**src/rtl/nonce_dispatch_ctrl.sv**
```systemverilog
// Multi-core nonce dispatcher: splits [nonce_first, nonce_last] over N_CORES
// hash cores, gathers results, latches the first winning nonce.
module nonce_dispatch_ctrl #(
    parameter int N_CORES = 4,
    parameter int NONCE_W = 32,
    parameter int CNT_W   = 32
) (
    input  logic                       clock,
    input  logic                       reset,
    input  logic                       start,
    input  logic                       abort,
    input  logic [NONCE_W-1:0]         nonce_first,
    input  logic [NONCE_W-1:0]         nonce_last,
    output logic [N_CORES-1:0]         core_go,
    output logic [N_CORES*NONCE_W-1:0] core_nonce,
    input  logic [N_CORES-1:0]         core_done,
    input  logic [N_CORES-1:0]         core_hit,
    output logic                       busy,
    output logic                       found,
    output logic [NONCE_W-1:0]         found_nonce,
    output logic                       send_pulse,
    output logic                       exhausted,
    output logic [CNT_W-1:0]           hashes_done
);

    typedef enum logic [1:0] {
        S_IDLE,
        S_RUN,
        S_FOUND,
        S_EXHAUSTED
    } state_t;

    state_t state, state_n;

    logic [N_CORES-1:0]         core_busy, core_busy_n;
    logic [N_CORES-1:0]         core_go_n;
    logic [N_CORES*NONCE_W-1:0] core_nonce_n;
    logic [NONCE_W-1:0]         next_nonce, next_nonce_n;
    logic [NONCE_W-1:0]         last_nonce, last_nonce_n;
    logic                       range_done, range_done_n;
    logic                       found_n, send_n, exhausted_n;
    logic [NONCE_W-1:0]         found_nonce_n;
    logic [CNT_W-1:0]           hashes_n;

    logic [N_CORES-1:0] acc, hit_vec, hit_pick;
    logic [N_CORES-1:0] free_vec, go_pick;
    logic [CNT_W:0]     cnt_sum;

    always_comb begin
        state_n       = state;
        core_busy_n   = core_busy;
        core_go_n     = '0;
        core_nonce_n  = core_nonce;
        next_nonce_n  = next_nonce;
        last_nonce_n  = last_nonce;
        range_done_n  = range_done;
        found_n       = found;
        found_nonce_n = found_nonce;
        send_n        = 1'b0;
        exhausted_n   = exhausted;
        hashes_n      = hashes_done;

        // Results only count for cores that actually hold an issued nonce
        acc      = core_done & core_busy & {N_CORES{state == S_RUN}};
        hit_vec  = acc & core_hit;
        hit_pick = hit_vec & (~hit_vec + N_CORES'(1));
        free_vec = ~core_busy & {N_CORES{~range_done}};
        go_pick  = free_vec & (~free_vec + N_CORES'(1));

        cnt_sum = {1'b0, hashes_done};
        for (int i = 0; i < N_CORES; i++) begin
            cnt_sum = cnt_sum + (CNT_W+1)'(acc[i]);
        end

        if (start) begin
            next_nonce_n  = nonce_first;
            last_nonce_n  = nonce_last;
            found_n       = 1'b0;
            found_nonce_n = '0;
            exhausted_n   = 1'b0;
            hashes_n      = '0;
            core_busy_n   = '0;
            range_done_n  = 1'b0;
            if (nonce_first > nonce_last) begin
                state_n     = S_EXHAUSTED;
                exhausted_n = 1'b1;
            end else begin
                state_n = S_RUN;
            end
        end else if (state == S_RUN) begin
            if (abort) begin
                state_n     = S_IDLE;
                core_busy_n = '0;
            end else begin
                hashes_n = cnt_sum[CNT_W] ? '1 : cnt_sum[CNT_W-1:0];
                if (|hit_vec) begin
                    state_n     = S_FOUND;
                    found_n     = 1'b1;
                    send_n      = 1'b1;
                    core_busy_n = '0;
                    for (int i = 0; i < N_CORES; i++) begin
                        if (hit_pick[i]) begin
                            found_nonce_n = core_nonce[i*NONCE_W +: NONCE_W];
                        end
                    end
                end else begin
                    core_busy_n = core_busy & ~acc;
                    if (|go_pick) begin
                        core_go_n   = go_pick;
                        core_busy_n = core_busy_n | go_pick;
                        for (int i = 0; i < N_CORES; i++) begin
                            if (go_pick[i]) begin
                                core_nonce_n[i*NONCE_W +: NONCE_W] = next_nonce;
                            end
                        end
                        // Flag, not compare, so an all-ones last never wraps
                        if (next_nonce == last_nonce) begin
                            range_done_n = 1'b1;
                        end else begin
                            next_nonce_n = next_nonce + NONCE_W'(1);
                        end
                    end else if (range_done && (core_busy == '0)) begin
                        state_n     = S_EXHAUSTED;
                        exhausted_n = 1'b1;
                    end
                end
            end
        end
    end

    always_ff @(posedge clock) begin
        if (reset) begin
            state       <= S_IDLE;
            core_busy   <= '0;
            core_go     <= '0;
            core_nonce  <= '0;
            next_nonce  <= '0;
            last_nonce  <= '0;
            range_done  <= 1'b0;
            busy        <= 1'b0;
            found       <= 1'b0;
            found_nonce <= '0;
            send_pulse  <= 1'b0;
            exhausted   <= 1'b0;
            hashes_done <= '0;
        end else begin
            state       <= state_n;
            core_busy   <= core_busy_n;
            core_go     <= core_go_n;
            core_nonce  <= core_nonce_n;
            next_nonce  <= next_nonce_n;
            last_nonce  <= last_nonce_n;
            range_done  <= range_done_n;
            busy        <= (state_n == S_RUN);
            found       <= found_n;
            found_nonce <= found_nonce_n;
            send_pulse  <= send_n;
            exhausted   <= exhausted_n;
            hashes_done <= hashes_n;
        end
    end

endmodule

```
**config.mk**
```make
export PLATFORM = sky130hd
export DESIGN_NAME = nonce_dispatch_ctrl
export DESIGN_NICKNAME = d
export VERILOG_FILES = /design/src/rtl/nonce_dispatch_ctrl.sv
export SDC_FILE = /design/constraint.sdc
export NUM_CORES = 1
export LEC_CHECK = 0
export ABC_AREA = 1
export ABC_CLOCK_PERIOD_IN_PS = 2800
export CAP_MARGIN = 40
export CORE_MARGIN = 5
export CORE_UTILIZATION = 35
export CTS_CLUSTER_DIAMETER = 30
export DETAILED_ROUTE_END_ITERATION = 6
export GPL_ROUTABILITY_DRIVEN = 0
export PLACE_DENSITY_LB_ADDON = 0.3
export SYNTH_ARGS = -nofsm -noshare
export SYNTH_HDL_FRONTEND = slang
export SYNTH_SLANG_ARGS = --single-unit
```
**constraint.sdc**
```tcl
create_clock -name clock -period 2.8 [get_ports clock]
set_input_delay 0.42 -clock clock [delete_from_list [all_inputs] [get_ports clock]]
set_output_delay 0.42 -clock clock [all_outputs]
set_load 0.02 [all_outputs]
```
==> metrics.yaml, run 1 <==
status:
  status: "finished, violations left"
  violations: "negative setup slack"
logic_synthesis:
  syn_area_um2: 14700
  ys_types: 40
  synth-seq-cells: 271
  ys_top_cells_by_area: "dfxtp_1, nand2_1, nor2_1"
  ys.flop_type: "dfxtp_1"
  seq_area_frac_synth: 0.369
  synth_area_leader_cell: "dfxtp_1"
  syn-mean-instance-area_um2: 6.41
  yosysWarnings: 0
  syn-num-nets: 2407
  synth.top_cells.by_count: "nand2_1, nor2_1, dfxtp_1"
  async_reset_ff_frac: 0
  synth_top_area_share: 0.369
  synth_edf_count: 0
  syn_inst: 2294
  synth_most_common_cell: "nand2_1"
cts:
  cts_tree: "built"
  htreeDepth: 3
  cts_inserted_buffers: 72
  clock_latency_ns: 0.57
  cts.clk_slew.worst_paths_ns: 0.05
  cts_sinks: 271
  clockRootBuffer: "clkbuf_16"
  cts_buffer_depth: 3
timing:
  worst_slew_pin_slew_ns: 0.665
  finalCriticalPeriod_ns: 2.83
  rsz0062_at_grt: "yes"
  finalClockSkew_ns: 0.0213
  hold_viol: 0
  finalSetupViolCount: 1
  clock.fmax_mhz: 354
  slew_headroom: 0.557
  fin_crit_sh: 1.01
  drv_slew: 0
  finalWorstSetupSlack_ns: -0.0274
cells_and_area:
  drive_gt1_frac: 0.110
  fin_util: 0.501
  layoutNonFillerInstCount: 3183
  syn2layout_area_growth_pct: 42.4
  fill_cells: 4007
  final_nets: 2701
  fin_area_um2: 20900
critical_path:
  crit_required_ns: 3.30
  cp_data_arrival_time_ns: 3.33
  start_kind: "flop"
  cp-startpoint: "state[0]$_SDFF_PP0_"
  critical_path_peak_fanout: 5
  reg2reg_from: "state[0]$_SDFF_PP0_"
  critical_path_class: "flop to flop"
  end_kind: "flop"
floorplanning:
  die_h_um: 215
  die_w_um: 215
  start_util: 0.352
  ios: 276
  row_count: 75
  core_um2: 41800
  dieArea_um2: 46200
global_routing:
  overflow: 0
  antenna_found_initial: 1
  grt_pass1_wl_mm: 83.8
  grt_start_max_net_pins: 68
  first_global_vias: 15196
  track_usage: 0.223
place:
  dp.cells: 3052
  io_buffers: 275
  dpl.hpwl_mm: 38.7
  placed_area_um2: 18300
hold_path:
  hold_start: "start"
  hold_class: "input pin to flop"
detailed_routing:
  wl_mm: 53.8
  wl_per_cell_um: 16.9
  via_per_inst: 4.99
  postRouteAntennaNets: 0
  drt_iter0_markers: 1398
  vias: 15889
  dr.pass1.iters: 5
  route.detailed.drc: 0
run:
  maxCapViolCount: 0
pwr:
  cellPowerDensity_nw_per_um2: 652
  ir_drop_uv: 371
  p_leak_uw: 0.00919
  power.total_uw: 13600
[layer usage]
layer / vias up / routed length (µm) / GRT usage
li1: 7856 / - / -
met5: - / 0 / 0
met1: 7257 / 23700 / 0.296
met3: 120 / 4070 / 0.0478
met2: 656 / 23900 / 0.351
met4: 0 / 2040 / 0.0960
[cells by family after synthesis]
family / synth area share
and+or+nand+nor: 0.354
buffers and inverters: 0.101
AOI/OAI and AO/OA: 0.114
DFF: 0.369
xor gates and xnor gates: 0.0286
adders and majority gates: 0.0330
muxes: 0.000681
[cell usage in the layout (no fill, tap or decap), types with 33 or more instances in the layout]
cell,netlist,final
o21ai_0,94,92
or2_2,35,35
dfxtp_1,271,269
a21oi_1,167,167
clkdlybuf4s50_1,0,273
ha_1,34,34
nand4_1,49,49
clkbuf_16,0,75
nand3_1,122,118
buf_4,3,80
inv_1,219,214
o211ai_1,33,33
xnor2_1,33,33
nor2_1,375,369
nand2_1,642,637
[final cells by class]
type                    instances  area [µm²]  share of cell area
diodes                          1        2.50            0.000120
clock buffers                  95        2060              0.0985
clock inverters                34         497              0.0237
inverters                     221         832              0.0398
multi-input cells            1657        7890               0.377
flip-flops and latches        271        5430               0.259
well taps                     539         674              0.0322
repair buffers                365        3540               0.169
[critical path, cell delays in order (launching register included)]
cell      delay [ns]
dfxtp_2         0.31
inv_2           0.06
nor2_4          0.05
nand3_2         0.06
inv_2           0.05
fa_1            0.49
inv_1           0.05
fa_2            0.33
inv_2           0.07
fa_2            0.23
nand3_4         0.11
inv_2           0.10
nand3_2         0.09
nor3_4          0.23
buf_6           0.14
nand2_4         0.05
o21bai_1        0.15
nand2_1         0.09
nor2_1          0.13
[sequential cells by signal, indices dropped and copies added, names as in the netlist]
name	flops
hashes_done	32
exhausted	1
busy	1
next_nonce	32
found	1
send_pulse	1
range_done	1
state	2
core_go	4
found_nonce	32
core_nonce	128
last_nonce	32
core_busy	4
[where the power goes]
group	internal, µW	switching [µW]	total, µW
sequential	3960	83.2	4040
clock	6150	2480	8640
combinational	394	566	960
[repair_timing]
| action | in CTS | in global routing |
|---|---|---|
| gates resized for setup | 0 | 24 |
| buffers inserted | 0 | 1 |
| setup endpoints to repair | 1 | 31 |
| pin swaps | 0 | 5 |
| hold buffers | 0 | 0 |
[path summary, 6_finish.rpt]
path / end / cells past startpoint / slack [ns]
min: last_nonce[10]$_SDFFE_PP0P_ / 2 / 0.25
max reg2reg: hashes_done[24]$_SDFFE_PP0P_ / 18 / -0.03
max: hashes_done[24]$_SDFFE_PP0P_ / 18 / -0.03
min reg2reg: core_nonce[65]$_SDFFE_PP0P_ / 2 / 0.47
[per-stage QoR]
step	TNS, ns	hold slack, ns	setup slack [ns]
final	-0.0274	0.245	-0.0274
after global routing	-1.45	0.237	-0.120
after CTS	-0.00375	0.224	-0.00375
after detailed placement	-12.27	0.464	-0.451
after global placement	-12.48	0.458	-0.452
after floorplan	0	0.482	0.0230
(Power assumes the default switching activity.)
==> run 2, diff against run 1 <==
- SETUP_SLACK_MARGIN: not set -> 0.3
==> metrics.yaml, run 2 (synthesis gave the netlist of run 1 again) <==
floorplanning:
  row_count: 75  # unchanged
  start_util: 0.352  # unchanged
  dieArea_um2: 46200  # unchanged
  ios: 276  # unchanged
  die_w_um: 215  # unchanged
  core_um2: 41800  # unchanged
  die_h_um: 215  # unchanged
critical_path:
  slowest_delay_ns: 0.50  # about the same
  critical_path_peak_fanout: 3  # -2
  crit_path_top_delay_cell: "fa_1"
  cp-startpoint: "state[0]$_SDFF_PP0_"
  cp_num_buf_inv: 5  # -1
  crit_required_ns: 3.24  # -0.06 ns
  ff2ff_setup_slack_ns: -0.03  # about the same
  crit_path_cell_trace: "inv_2, nor2_4, nand3_2, inv_2, fa_1, inv_1, fa_2, inv_2, fa_2, nand3_4, buf_4, nor2_4, nand2_1, nor2_2, nand3_1, xor2_1, a21oi_2"
  regToRegEndpoint: "hashes_done[14]$_SDFFE_PP0P_"
  critical_path_class: "flop to flop"
  rr_worst_depth: 17  # -1
  path_common_cell: "inv_2"
  start_kind: "flop"
  end_kind: "flop"
  worstSetupPathDepth: 17  # -1
  reg2reg_from: "state[0]$_SDFF_PP0_"
  cp_data_arrival_time_ns: 3.27  # -0.06 ns
  crit_family: "adder cells"
  crit_path_end: "hashes_done[14]$_SDFFE_PP0P_"
timing:
  finalSetupViolCount: 2  # +1
  drv_slew: 0  # unchanged
  finalClockSkew_ns: 0.0242  # +0.00285 ns
  fin_crit_sh: 1.01  # about the same
  finalWorstSetupSlack_ns: -0.0262  # +0.00121 ns
  rsz0062_at_grt: "yes"
  clock.fmax_mhz: 354  # about the same
  slew_headroom: 0.540  # -0.0167
  whs_ns: 0.275  # +0.0301 ns
  finalCriticalPeriod_ns: 2.83  # -0.00121 ns
  worst_slew_pin_slew_ns: 0.688  # +0.0226 ns
  hold_viol: 0  # unchanged
detailed_routing:
  vias: 15958  # +0.43%
  via_per_inst: 5.01  # +0.37%
  route.detailed.drc: 0  # unchanged
  route.met3.wl_mm: 3.94  # -3.0%
  top_layer: "met5"
  drt-met1-wl_mm: 24.4  # +2.6%
  drt_iter0_markers: 1366  # -2.3%
  postRouteAntennaNets: 0  # unchanged
  wl_met2_mm: 24.4  # +1.8%
  wl_mm: 54.6  # +1.4%
  dr.pass1.iters: 6  # +1
  wl_per_cell_um: 17.1  # +1.4%
cells_and_area:
  drive_gt1_frac: 0.117  # +0.00743
  diodes: 0  # -1
  layout_common_cells: "nand2_1, nor2_1, clkdlybuf4s50_1"
  top_register: "core_nonce"
  layoutNonFillerInstCount: 3185  # +0.063%
  final_nets: 2701  # unchanged
  final_common_cell: "nand2_1"
  syn2layout_area_growth_pct: 43.4
  largest_reg_flops: 128  # unchanged
  fill_cells: 3991  # -0.40%
global_routing:
  grt_start_max_net_pins: 112  # +65%
  track_usage: 0.228  # +0.00465
  grt_pass1_wl_mm: 85.3  # +1.8%
  overflow: 0  # unchanged
  antenna_found_initial: 1  # unchanged
  first_global_vias: 15344  # +0.97%
cts:
  cts_tree: "built"
  clockRootBuffer: "clkbuf_16"
  clock_latency_ns: 0.58  # about the same
  cts_sinks: 271  # unchanged
  cts_buffer_depth: 3  # unchanged
  htreeDepth: 3  # unchanged
  cts_inserted_buffers: 72  # unchanged
  cts.clk_slew.worst_paths_ns: 0.05  # about the same
place:
  dp.cells: 3041  # -0.36%
  dpl.hpwl_mm: 38.3  # -1.1%
  io_buffers: 275  # unchanged
status:
  status: "finished, violations left"
  violations: "negative setup slack"
pwr:
  p_leak_uw: 0.00925  # +0.57%
  ir_drop_uv: 320  # -14%
  power.total_uw: 13700  # +0.32%
  cellPowerDensity_nw_per_um2: 649  # -0.40%
hold_path:
  hold_class: "input pin to flop"
run:
  maxCapViolCount: 0  # unchanged
==> run 2: changes by cell type in the layout (fill, tap and decap cells not counted), moves of 4 or more <==
| cell | previous run | this run |
|---|---|---|
| nor2_2 | 9 | 5 |
| o21ai_0 | 92 | 87 |
| a21oi_2 | 0 | 7 |
| o21ai_1 | 2 | 8 |
| clkinvlp_4 | 7 | 3 |
| buf_12 | 7 | 11 |
| nor2_4 | 2 | 7 |
| a21oi_1 | 167 | 160 |
| clkinv_4 | 3 | 10 |
| buf_4 | 80 | 76 |
==> run 2: area by class of cell <==
class / count / area [µm²] / share of cell area
Clock buffer: 91 / 1990 / 0.0946
Clock inverter: 41 / 582 / 0.0276
Inverter: 221 / 832 / 0.0395
Multi-Input combinational cell: 1659 / 8020 / 0.380
Sequential cell: 271 / 5430 / 0.257
Tap cell: 539 / 674 / 0.0320
Timing Repair Buffer: 363 / 3550 / 0.168
==> run 2: per-layer routing <==
layer,up-vias,track usage
li1,7871,-
met1,7304,0.308
met2,666,0.357
met3,115,0.0484
met4,2,0.0868
met5,-,0
==> run 2: worst min path at each step <==
stage                                       end                   startpoint  cells after the start
detailed placement  core_nonce[65]$_SDFFE_PP0P_  core_nonce[65]$_SDFFE_PP0P_                      2
global placement             found$_SDFFE_PP0P_           found$_SDFFE_PP0P_                      2
finish              core_nonce[78]$_SDFFE_PP0P_                        reset                      2
global route        core_nonce[84]$_SDFFE_PP0P_                        reset                      2
CTS                 core_nonce[78]$_SDFFE_PP0P_                        reset                      2
floorplan             core_busy[3]$_SDFFE_PP0N_    core_busy[3]$_SDFFE_PP0N_                      2
==> run 2: metrics by stage <==
step                utilization  worst slack (ns)  TNS [ns]  cell area, µm²
floorplan                     -            0.0502         0           14800
global placement          0.437            -0.443    -11.90           18300
detailed placement        0.437            -0.530    -14.31           18300
CTS                       0.503            0.0428         0           21000
global route              0.505            -0.139     -2.20           21100
finish                    0.505           -0.0262   -0.0280           21100
==> run 2: report_power, final <==
part / internal [µW] / leakage [µW] / switching (µW) / total [µW]
logic: 396 / 0.00579 / 579 / 974
registers: 3960 / 0.00220 / 80.9 / 4040
clock network: 6070 / 0.00126 / 2600 / 8670
==> run 2: timing repair <==
| action | 4_1_cts | 5_1_grt |
|---|---|---|
| resized for setup | 27 | 15 |
| setup endpoints to repair | 32 | 46 |
| hold buffers | 0 | 0 |
| pin swaps | 15 | 7 |
| gates cloned | 2 | 0 |
| setup buffers | 8 | 2 |
